**src/rtl/int_alu_mc.sv**
```systemverilog
// int_alu_mc: multi-cycle integer ALU with single-cycle ops, a radix-2 shift-add
// multiplier and an optional restoring divider (compiled in by `define INT_ALU_DIV_EN).
module int_alu_mc #(
    parameter int WIDTH = 32,
    parameter int SHW   = $clog2(WIDTH)
) (
    input  logic             c,
    input  logic             rst_n,
    input  logic             in_valid,
    output logic             in_ready,
    input  logic [5:0]       op,
    input  logic [WIDTH-1:0] a,
    input  logic [WIDTH-1:0] b,
    output logic             out_valid,
    input  logic             out_ready,
    output logic [WIDTH-1:0] result,
    output logic [WIDTH-1:0] hi,
    output logic [WIDTH-1:0] lo,
    output logic             ovf,
    output logic             dz,
    output logic             ill,
    output logic [1:0]       dbg_state_o
);

    // Handshake: an op is taken on a rising edge of c with in_valid && in_ready; a result
    // is presented with out_valid, held stable while !out_ready, and retired on out_valid && out_ready.

    localparam logic [5:0] OP_ADD   = 6'b100000;
    localparam logic [5:0] OP_ADDU  = 6'b100001;
    localparam logic [5:0] OP_SUB   = 6'b100010;
    localparam logic [5:0] OP_SUBU  = 6'b100011;
    localparam logic [5:0] OP_AND   = 6'b100100;
    localparam logic [5:0] OP_OR    = 6'b100101;
    localparam logic [5:0] OP_XOR   = 6'b100110;
    localparam logic [5:0] OP_NOR   = 6'b100111;
    localparam logic [5:0] OP_SLT   = 6'b101010;
    localparam logic [5:0] OP_SLTU  = 6'b101011;
    localparam logic [5:0] OP_SLL   = 6'b000000;
    localparam logic [5:0] OP_SRL   = 6'b000010;
    localparam logic [5:0] OP_SRA   = 6'b000011;
    localparam logic [5:0] OP_SLLV  = 6'b000100;
    localparam logic [5:0] OP_SRLV  = 6'b000110;
    localparam logic [5:0] OP_SRAV  = 6'b000111;
    localparam logic [5:0] OP_MULT  = 6'b011000;
    localparam logic [5:0] OP_MULTU = 6'b011001;
`ifdef INT_ALU_DIV_EN
    localparam logic [5:0] OP_DIV   = 6'b011010;
    localparam logic [5:0] OP_DIVU  = 6'b011011;
`endif

    typedef enum logic [1:0] {
        S_IDLE = 2'd0,
        S_MUL  = 2'd1,
`ifdef INT_ALU_DIV_EN
        S_DIV  = 2'd2,
`endif
        S_DONE = 2'd3
    } state_t;

    state_t state_q, state_d;

    logic [WIDTH-1:0]   result_q, hi_q, lo_q;
    logic               ovf_q, dz_q, ill_q;
    logic [SHW-1:0]     cnt_q;
    logic [2*WIDTH-1:0] acc_q;
    logic [WIDTH-1:0]   mcand_q;
    logic               neg_q;
    logic               last_iter;
    logic               is_mul, mul_sgn;

    function automatic logic [WIDTH-1:0] mag(input logic [WIDTH-1:0] x);
        return x[WIDTH-1] ? -x : x;
    endfunction

    assign is_mul    = (op == OP_MULT) || (op == OP_MULTU);
    assign mul_sgn   = (op == OP_MULT);
    assign last_iter = (cnt_q == SHW'(WIDTH - 1));

    // Single-cycle datapath
    logic [WIDTH-1:0] sum, diff, alu_res;
    logic [SHW-1:0]   shamt;
    logic             alu_ovf, alu_ill;

    assign sum   = a + b;
    assign diff  = a - b;
    assign shamt = a[SHW-1:0];

    always_comb begin
        alu_res = '0;
        alu_ovf = 1'b0;
        alu_ill = 1'b0;
        case (op)
            OP_ADD: begin
                alu_res = sum;
                alu_ovf = (a[WIDTH-1] == b[WIDTH-1]) && (sum[WIDTH-1] != a[WIDTH-1]);
            end
            OP_ADDU: alu_res = sum;
            OP_SUB: begin
                alu_res = diff;
                alu_ovf = (a[WIDTH-1] != b[WIDTH-1]) && (diff[WIDTH-1] != a[WIDTH-1]);
            end
            OP_SUBU:          alu_res = diff;
            OP_AND:           alu_res = a & b;
            OP_OR:            alu_res = a | b;
            OP_XOR:           alu_res = a ^ b;
            OP_NOR:           alu_res = ~(a | b);
            OP_SLT:           alu_res = {{(WIDTH-1){1'b0}}, ($signed(a) < $signed(b))};
            OP_SLTU:          alu_res = {{(WIDTH-1){1'b0}}, (a < b)};
            OP_SLL, OP_SLLV:  alu_res = b << shamt;
            OP_SRL, OP_SRLV:  alu_res = b >> shamt;
            OP_SRA, OP_SRAV:  alu_res = $unsigned($signed(b) >>> shamt);
            default:          alu_ill = 1'b1;
        endcase
    end

    // Multiplier step: acc holds {partial sum, remaining multiplier bits}
    logic [WIDTH:0]     mul_sum;
    logic [2*WIDTH-1:0] mul_next, mul_fin;

    assign mul_sum  = {1'b0, acc_q[2*WIDTH-1:WIDTH]} + (acc_q[0] ? {1'b0, mcand_q} : {(WIDTH+1){1'b0}});
    assign mul_next = {mul_sum, acc_q[WIDTH-1:1]};
    assign mul_fin  = neg_q ? -mul_next : mul_next;

`ifdef INT_ALU_DIV_EN
    // Divider step: acc holds {partial remainder, dividend bits turning into quotient bits}
    logic               is_div, div_sgn, neg_r_q, dovf_q;
    logic [WIDTH:0]     rem_sh, rem_try;
    logic [2*WIDTH-1:0] div_next;
    logic [WIDTH-1:0]   quo_fin, rem_fin;

    assign is_div   = (op == OP_DIV) || (op == OP_DIVU);
    assign div_sgn  = (op == OP_DIV);
    assign rem_sh   = {acc_q[2*WIDTH-1:WIDTH], acc_q[WIDTH-1]};
    assign rem_try  = rem_sh - {1'b0, mcand_q};
    assign div_next = rem_try[WIDTH] ? {rem_sh[WIDTH-1:0], acc_q[WIDTH-2:0], 1'b0}
                                     : {rem_try[WIDTH-1:0], acc_q[WIDTH-2:0], 1'b1};
    assign quo_fin  = neg_q   ? -div_next[WIDTH-1:0]       : div_next[WIDTH-1:0];
    assign rem_fin  = neg_r_q ? -div_next[2*WIDTH-1:WIDTH] : div_next[2*WIDTH-1:WIDTH];
`endif

    // FSM: state register
    always_ff @(posedge c or negedge rst_n) begin
        if (!rst_n) begin
            state_q <= S_IDLE;
        end else begin
            state_q <= state_d;
        end
    end

    // FSM: next state
    always_comb begin
        state_d = state_q;
        case (state_q)
            S_IDLE: begin
                if (in_valid) begin
                    if (is_mul) begin
                        state_d = S_MUL;
`ifdef INT_ALU_DIV_EN
                    end else if (is_div && (b != '0)) begin
                        state_d = S_DIV;
`endif
                    end else begin
                        state_d = S_DONE;
                    end
                end
            end
            S_MUL: if (last_iter) state_d = S_DONE;
`ifdef INT_ALU_DIV_EN
            S_DIV: if (last_iter) state_d = S_DONE;
`endif
            S_DONE: if (out_ready) state_d = S_IDLE;
            default: state_d = S_IDLE;
        endcase
    end

    // FSM: outputs; in_ready is masked while reset is held
    always_comb begin
        in_ready    = (state_q == S_IDLE) && rst_n;
        out_valid   = (state_q == S_DONE);
        dbg_state_o = state_q;
    end

    // Datapath registers
    always_ff @(posedge c or negedge rst_n) begin
        if (!rst_n) begin
            result_q <= '0;
            hi_q     <= '0;
            lo_q     <= '0;
            ovf_q    <= 1'b0;
            dz_q     <= 1'b0;
            ill_q    <= 1'b0;
            cnt_q    <= '0;
            acc_q    <= '0;
            mcand_q  <= '0;
            neg_q    <= 1'b0;
`ifdef INT_ALU_DIV_EN
            neg_r_q  <= 1'b0;
            dovf_q   <= 1'b0;
`endif
        end else begin
            case (state_q)
                S_IDLE: begin
                    if (in_valid) begin
                        cnt_q <= '0;
                        ovf_q <= 1'b0;
                        dz_q  <= 1'b0;
                        ill_q <= 1'b0;
                        if (is_mul) begin
                            mcand_q <= mul_sgn ? mag(a) : a;
                            acc_q   <= {{WIDTH{1'b0}}, (mul_sgn ? mag(b) : b)};
                            neg_q   <= mul_sgn && (a[WIDTH-1] ^ b[WIDTH-1]);
`ifdef INT_ALU_DIV_EN
                        end else if (is_div) begin
                            if (b == '0) begin
                                dz_q     <= 1'b1;
                                lo_q     <= '1;
                                hi_q     <= a;
                                result_q <= '1;
                            end else begin
                                // Most-negative / -1 falls out of the magnitude path; only the flag is special.
                                mcand_q <= div_sgn ? mag(b) : b;
                                acc_q   <= {{WIDTH{1'b0}}, (div_sgn ? mag(a) : a)};
                                neg_q   <= div_sgn && (a[WIDTH-1] ^ b[WIDTH-1]);
                                neg_r_q <= div_sgn && a[WIDTH-1];
                                dovf_q  <= div_sgn && (a == {1'b1, {(WIDTH-1){1'b0}}}) && (b == '1);
                            end
`endif
                        end else begin
                            result_q <= alu_res;
                            ovf_q    <= alu_ovf;
                            ill_q    <= alu_ill;
                        end
                    end
                end
                S_MUL: begin
                    acc_q <= mul_next;
                    cnt_q <= cnt_q + 1'b1;
                    if (last_iter) begin
                        hi_q     <= mul_fin[2*WIDTH-1:WIDTH];
                        lo_q     <= mul_fin[WIDTH-1:0];
                        result_q <= mul_fin[WIDTH-1:0];
                    end
                end
`ifdef INT_ALU_DIV_EN
                S_DIV: begin
                    acc_q <= div_next;
                    cnt_q <= cnt_q + 1'b1;
                    if (last_iter) begin
                        lo_q     <= quo_fin;
                        hi_q     <= rem_fin;
                        result_q <= quo_fin;
                        ovf_q    <= dovf_q;
                    end
                end
`endif
                default: ;
            endcase
        end
    end

    assign result = result_q;
    assign hi     = hi_q;
    assign lo     = lo_q;
    assign ovf    = ovf_q;
    assign dz     = dz_q;
    assign ill    = ill_q;

endmodule
```
**config.mk**
```make
export PLATFORM = sky130hd
export DESIGN_NAME = int_alu_mc
export DESIGN_NICKNAME = d
export VERILOG_FILES = /design/src/rtl/int_alu_mc.sv
export SDC_FILE = /design/constraint.sdc
export NUM_CORES = 1
export LEC_CHECK = 0
export CORE_AREA = 2 2 163 244
export DETAILED_ROUTE_END_ITERATION = 10
export DIE_AREA = 0 0 165 246
export GPL_ROUTABILITY_DRIVEN = 0
export GPL_TIMING_DRIVEN = 0
export PLACE_DENSITY = 0.75
export SLEW_MARGIN = 20
export SYNTH_ARGS = -nofsm -noshare
export SYNTH_HDL_FRONTEND = slang
export SYNTH_SLANG_ARGS = --single-unit
```
**constraint.sdc**
```tcl
create_clock -name c -period 4.9 [get_ports c]
set_input_delay 0.98 -clock c [delete_from_list [all_inputs] [get_ports c]]
set_output_delay 0.98 -clock c [all_outputs]
set_load 0.01 [all_outputs]
```
==> impl_metrics.toml, run 1 <==
[outcome]
status = "did not finish"
lastStage = "global routing"
first-error = "[ERROR GRT-0116] Global routing finished with congestion. Check the congestion regions in the DRC Viewer."

[grt]
overflow = 9
grt_pass1_vias = 25140
grt_first_pass_wirelength_um = 160300
grt_max_degree = 97
track_usage_pct = 53.78

[clocking]
max-clock-path-buffers = 3
cts_root_buf = "clkbuf_16"
cts.htree.levels = 1
cts.sinks = 202
numCtsBuffers = 20

[logic_synthesis]
synth_top_area_share_pct = 24.20
yosysTopAreaCell = "dfrtp_1"
synth_seq_cells = 202
syn-num-nets = 2972
synth_edf_count = 0
async_reset_ff_share_pct = 100.0
synthTopCellsByArea = "dfrtp_1 24%, o21ai_0 8.6%, ha_1 8.0%"
yosysWarnings = 0
syn_inst = 2762
synth.avg_cell_area_um2 = 7.562
yosysSeqAreaShare_pct = 24.20
ys_types = 87
synthFlopType = "dfrtp_1"
syn_area_um2 = 20890

[floorplanning]
die_h_um = 246
fp-row-count = 88
start_util_pct = 54.35
die_w_um = 165
ioPinCount = 177

[placed_design]
dp_hpwl_um = 76420
io_buffer_count = 174
[cells in the mapped netlist (all sizes together) (35+ instances only)]
library cell,n
ha,133
dfrtp,202
xnor2,115
o21ai,365
a22o,35
clkbuf,167
a211oi,35
a21oi,223
and2,43
inv,118
mux2i,81
nor3,45
nor2,249
o31ai,39
nand2,300
xor2,59
nand3,42
[metrics by stage]
stage | instances | cell area, µm² | worst slack, ns
2_1_floorplan | 2762 | 20900 | 0.006577
4_1_cts | 3469 | 24160 | 0.006304
3_3_place_gp | 3431 | 23260 | -5.475
3_5_place_dp | 3434 | 23340 | -2.285
[layer usage]
layer  track usage [%]  overflow
met1             53.68         0
met2             74.72         7
met3             33.05         0
met4             51.20         2
met5             7.576         0
[cells by family after synthesis]
logic type | Yosys count | share of synthesized area [%]
other cells | 1 | 0.01796
xor+xnor | 174 | 7.297
mux | 114 | 6.973
fa+ha+maj | 136 | 8.255
flops | 202 | 24.20
simple gates | 829 | 18.13
compound gates | 986 | 29.33
buf+inv | 320 | 5.799
[what timing repair did]
item	CTS
buffers inserted	3
resized for setup	57
hold buffers	0
pin swaps	3
endpoints found under the setup margin	48
==> run 2: changes to the inputs <==
CORE_AREA = 2 2 232 234   (was 2 2 163 244)
DIE_AREA = 0 0 234 236   (was 0 0 165 246)
PLACE_DENSITY = not set   (was 0.75)
PLACE_DENSITY_LB_ADDON = 0.15   (was not set)
==> impl_metrics.toml, run 2 <==
[worst_setup_path]
r2r-end = "hi[27]"
reg2reg_slack_ns = 0.20
crit_path_cell_trace = "clkdlybuf4s50_1 > clkbuf_8 > buf_6 > buf_1 > clkbuf_1 > mux2i_1 > a21oi_1 > a21oi_1 > o22ai_1 > a21oi_1 > o221ai_1 > o21ai_0 > o21ai_0"
r2r_cells = 15
cp_max_fo = 10
path_class = "input pin to register"
critPathLaunchType = "input pin"
timing.rr.start = "acc_q[0]"
cp-end-kind = "register"
cp_slowest_stage_delay_ns = 0.66
cp.arrival_ns = 5.34
critPathRequiredTime_ns = 5.31
crit_slowest_cell = "buf_1"
path_common_cell = "a21oi_1"

[cells_and_area]
largest-register = "acc_q"
nets = 3173
synthToLayoutAreaGrowth_pct = 18.42
mostFrequentLayoutCells = "352 x o21ai_0, 300 x nand2_1, 248 x nor2_1"
drive_gt1_share_pct = 5.841
largest_reg_flops = 64
layout_commonest_cell = "o21ai_0"
final_area_um2 = 24730

[floorplanning]
ioPinCount = 177
die_w_um = 234
dieArea_um2 = 55220
fp-row-count = 85
start_util_pct = 39.35
core_area_um2 = 53070
die_h_um = 236

[timing]
period_needed_ns = 4.927
fin_ws_ns = -0.02735
fmax_ghz = 0.2029
rsz0062_at_grt = "yes"
timing.final.crit_share_pct = 100.6
hold_violations = 0
hold_ws_ns = 0.3622
finClkSkew_ns = 0.01616
slew_violations = 0
slew_headroom_pct = 33.10
worst_slew_pin_slew_ns = 0.9981
setup_violations = 4

[clocking]
max-clock-path-buffers = 3
hold_buffers = 0
clk_latency_ns = 0.53
numCtsBuffers = 23
cts_root_buf = "clkbuf_16"
clk_pin_slew_worst_paths_ns = 0.06
cts.sinks = 202
cts_tree = "done"
cts.htree.levels = 1

[placed_design]
placed_area_um2 = 23600
io_buffer_count = 174
dp_hpwl_um = 78920

[pwr]
switching_power_w = 0.004390
p_per_area_nw_per_um2 = 382.0
p_seq_share_pct = 28.0
pwr-share-comb_pct = 53.7
switching_share_pct = 46.46
p_leak_nw = 10.36
internal_power_w = 0.005058
ir_worst_vdd_v = 0.0002255
power.share.clock_pct = 18.2

[logic_synthesis]
syn_area_um2 = 20890
yosysSeqAreaShare_pct = 24.20
synth.avg_cell_area_um2 = 7.562
async_reset_ff_share_pct = 100.0
synth_seq_cells = 202
synth_edf_count = 0
synth_top_area_share_pct = 24.20
synth_most_common_cell = "o21ai_0"
ys_types = 87
yosysTopAreaCell = "dfrtp_1"
yosysWarnings = 0
ys_top_cells_by_count = "358 x o21ai_0, 300 x nand2_1, 249 x nor2_1"
synthTopCellsByArea = "dfrtp_1 24%, o21ai_0 8.6%, ha_1 8.0%"
syn-num-nets = 2972
synthFlopType = "dfrtp_1"
syn_inst = 2762

[grt]
overflow = 0
grt_first_pass_wirelength_um = 143700
antenna_found_initial = 3
grt_max_degree = 89
track_usage_pct = 34.56
grt_pass1_vias = 22550

[drt]
drtPass1Iterations = 11
post_drt_wl_per_cell_um = 26.87
drt_iter0_drc = 3655
vias = 23810
ant_nets = 0
vias_per_cell = 6.477
remaining_drc_errors = 0
routed_wl_um = 98770

[outcome]
status = "complete, but fails checks"
violations = "setup timing"

[min_path]
worstHoldPathType = "input pin to asynchronous set/reset pin"

[run]
maxCapViolations = 0
[run 2: how the worst max path moves through the flow]
stage                   from          to  slack (ns)  depth (start not counted)
floorplan               a[0]  result[26]       0.007                         18
global placement       rst_n   result[3]       -5.79                          1
detailed placement      a[0]   result[0]       -2.37                         19
CTS                 acc_q[0]      hi[30]        0.02                         15
global route            a[0]  result[26]       -0.06                         18
finish                  a[0]  result[23]       -0.03                         13
[run 2: through the flow]
step | setup WS (ns) | total power, W | util, % | TNS (ns) | cells
finish | -0.02735 | 0.009448 | 46.60 | -0.05885 | 3676
CTS | 0.01621 | 0.009200 | 46.22 | 0 | 3676
global route | -0.05768 | 0.009916 | 46.60 | -0.1197 | 3675
floorplan | 0.006577 | 0.005339 | - | 0 | 2762
detailed placement | -2.369 | 0.007410 | 44.47 | -72.43 | 3636
global placement | -5.791 | 0.007319 | 44.30 | -1250.25 | 3632
[run 2: worst max-delay path: cells and delay by family]
kind / cells / cell delay, ns
buffers and inverters: 5 / 2.20
multiplexers: 1 / 0.61
AO/OA/AOI/OAI: 7 / 1.52
[run 2: repair_timing]
action	CTS	global route
setup endpoints to repair	52	43
setup buffers	4	3
pin swaps	6	7
hold endpoints to repair	0	0
resized for setup	53	57
[run 2: logic make-up after synthesis]
group,count (synthesis),synth area share (%)
compound gates,986,29.33
xor+xnor,174,7.297
fa+ha+maj,136,8.255
buf+inv,320,5.799
flops,202,24.20
mux,114,6.973
other cells,1,0.01796
simple gates,829,18.13
[run 2: power groups by stage]
stage	logic, W	registers, W	clock network, W
floorplan	0.00271	0.00263	0
global placement	0.00466	0.00266	0
detailed placement	0.00474	0.00267	0
CTS	0.00482	0.00264	0.00174
global route	0.00540	0.00271	0.00181
finish	0.00508	0.00265	0.00172
[run 2: per-layer routing]
layer,GRT usage (%),vias up,wire [µm]
li1,-,10390,-
met1,44.00,11240,37960
met2,49.95,1701,40250
met3,12.31,461,12970
met4,20.39,8,7457
met5,0,-,139
[run 2: final cells by class]
| type | instances | area [µm²] |
|---|---|---|
| multi-input cells | 2240 | 14970 |
| plain buffers | 191 | 788.3 |
| repair buffers | 185 | 1868 |
| inverters | 120 | 455.4 |
| flip-flops and latches | 202 | 5056 |
| well taps | 696 | 870.8 |
| diodes | 1 | 2.502 |
| clock buffers | 36 | 644.4 |
| clock inverters | 5 | 81.33 |
| fillers | 5378 | 28340 |
Power figures use the tool's default switching activity.
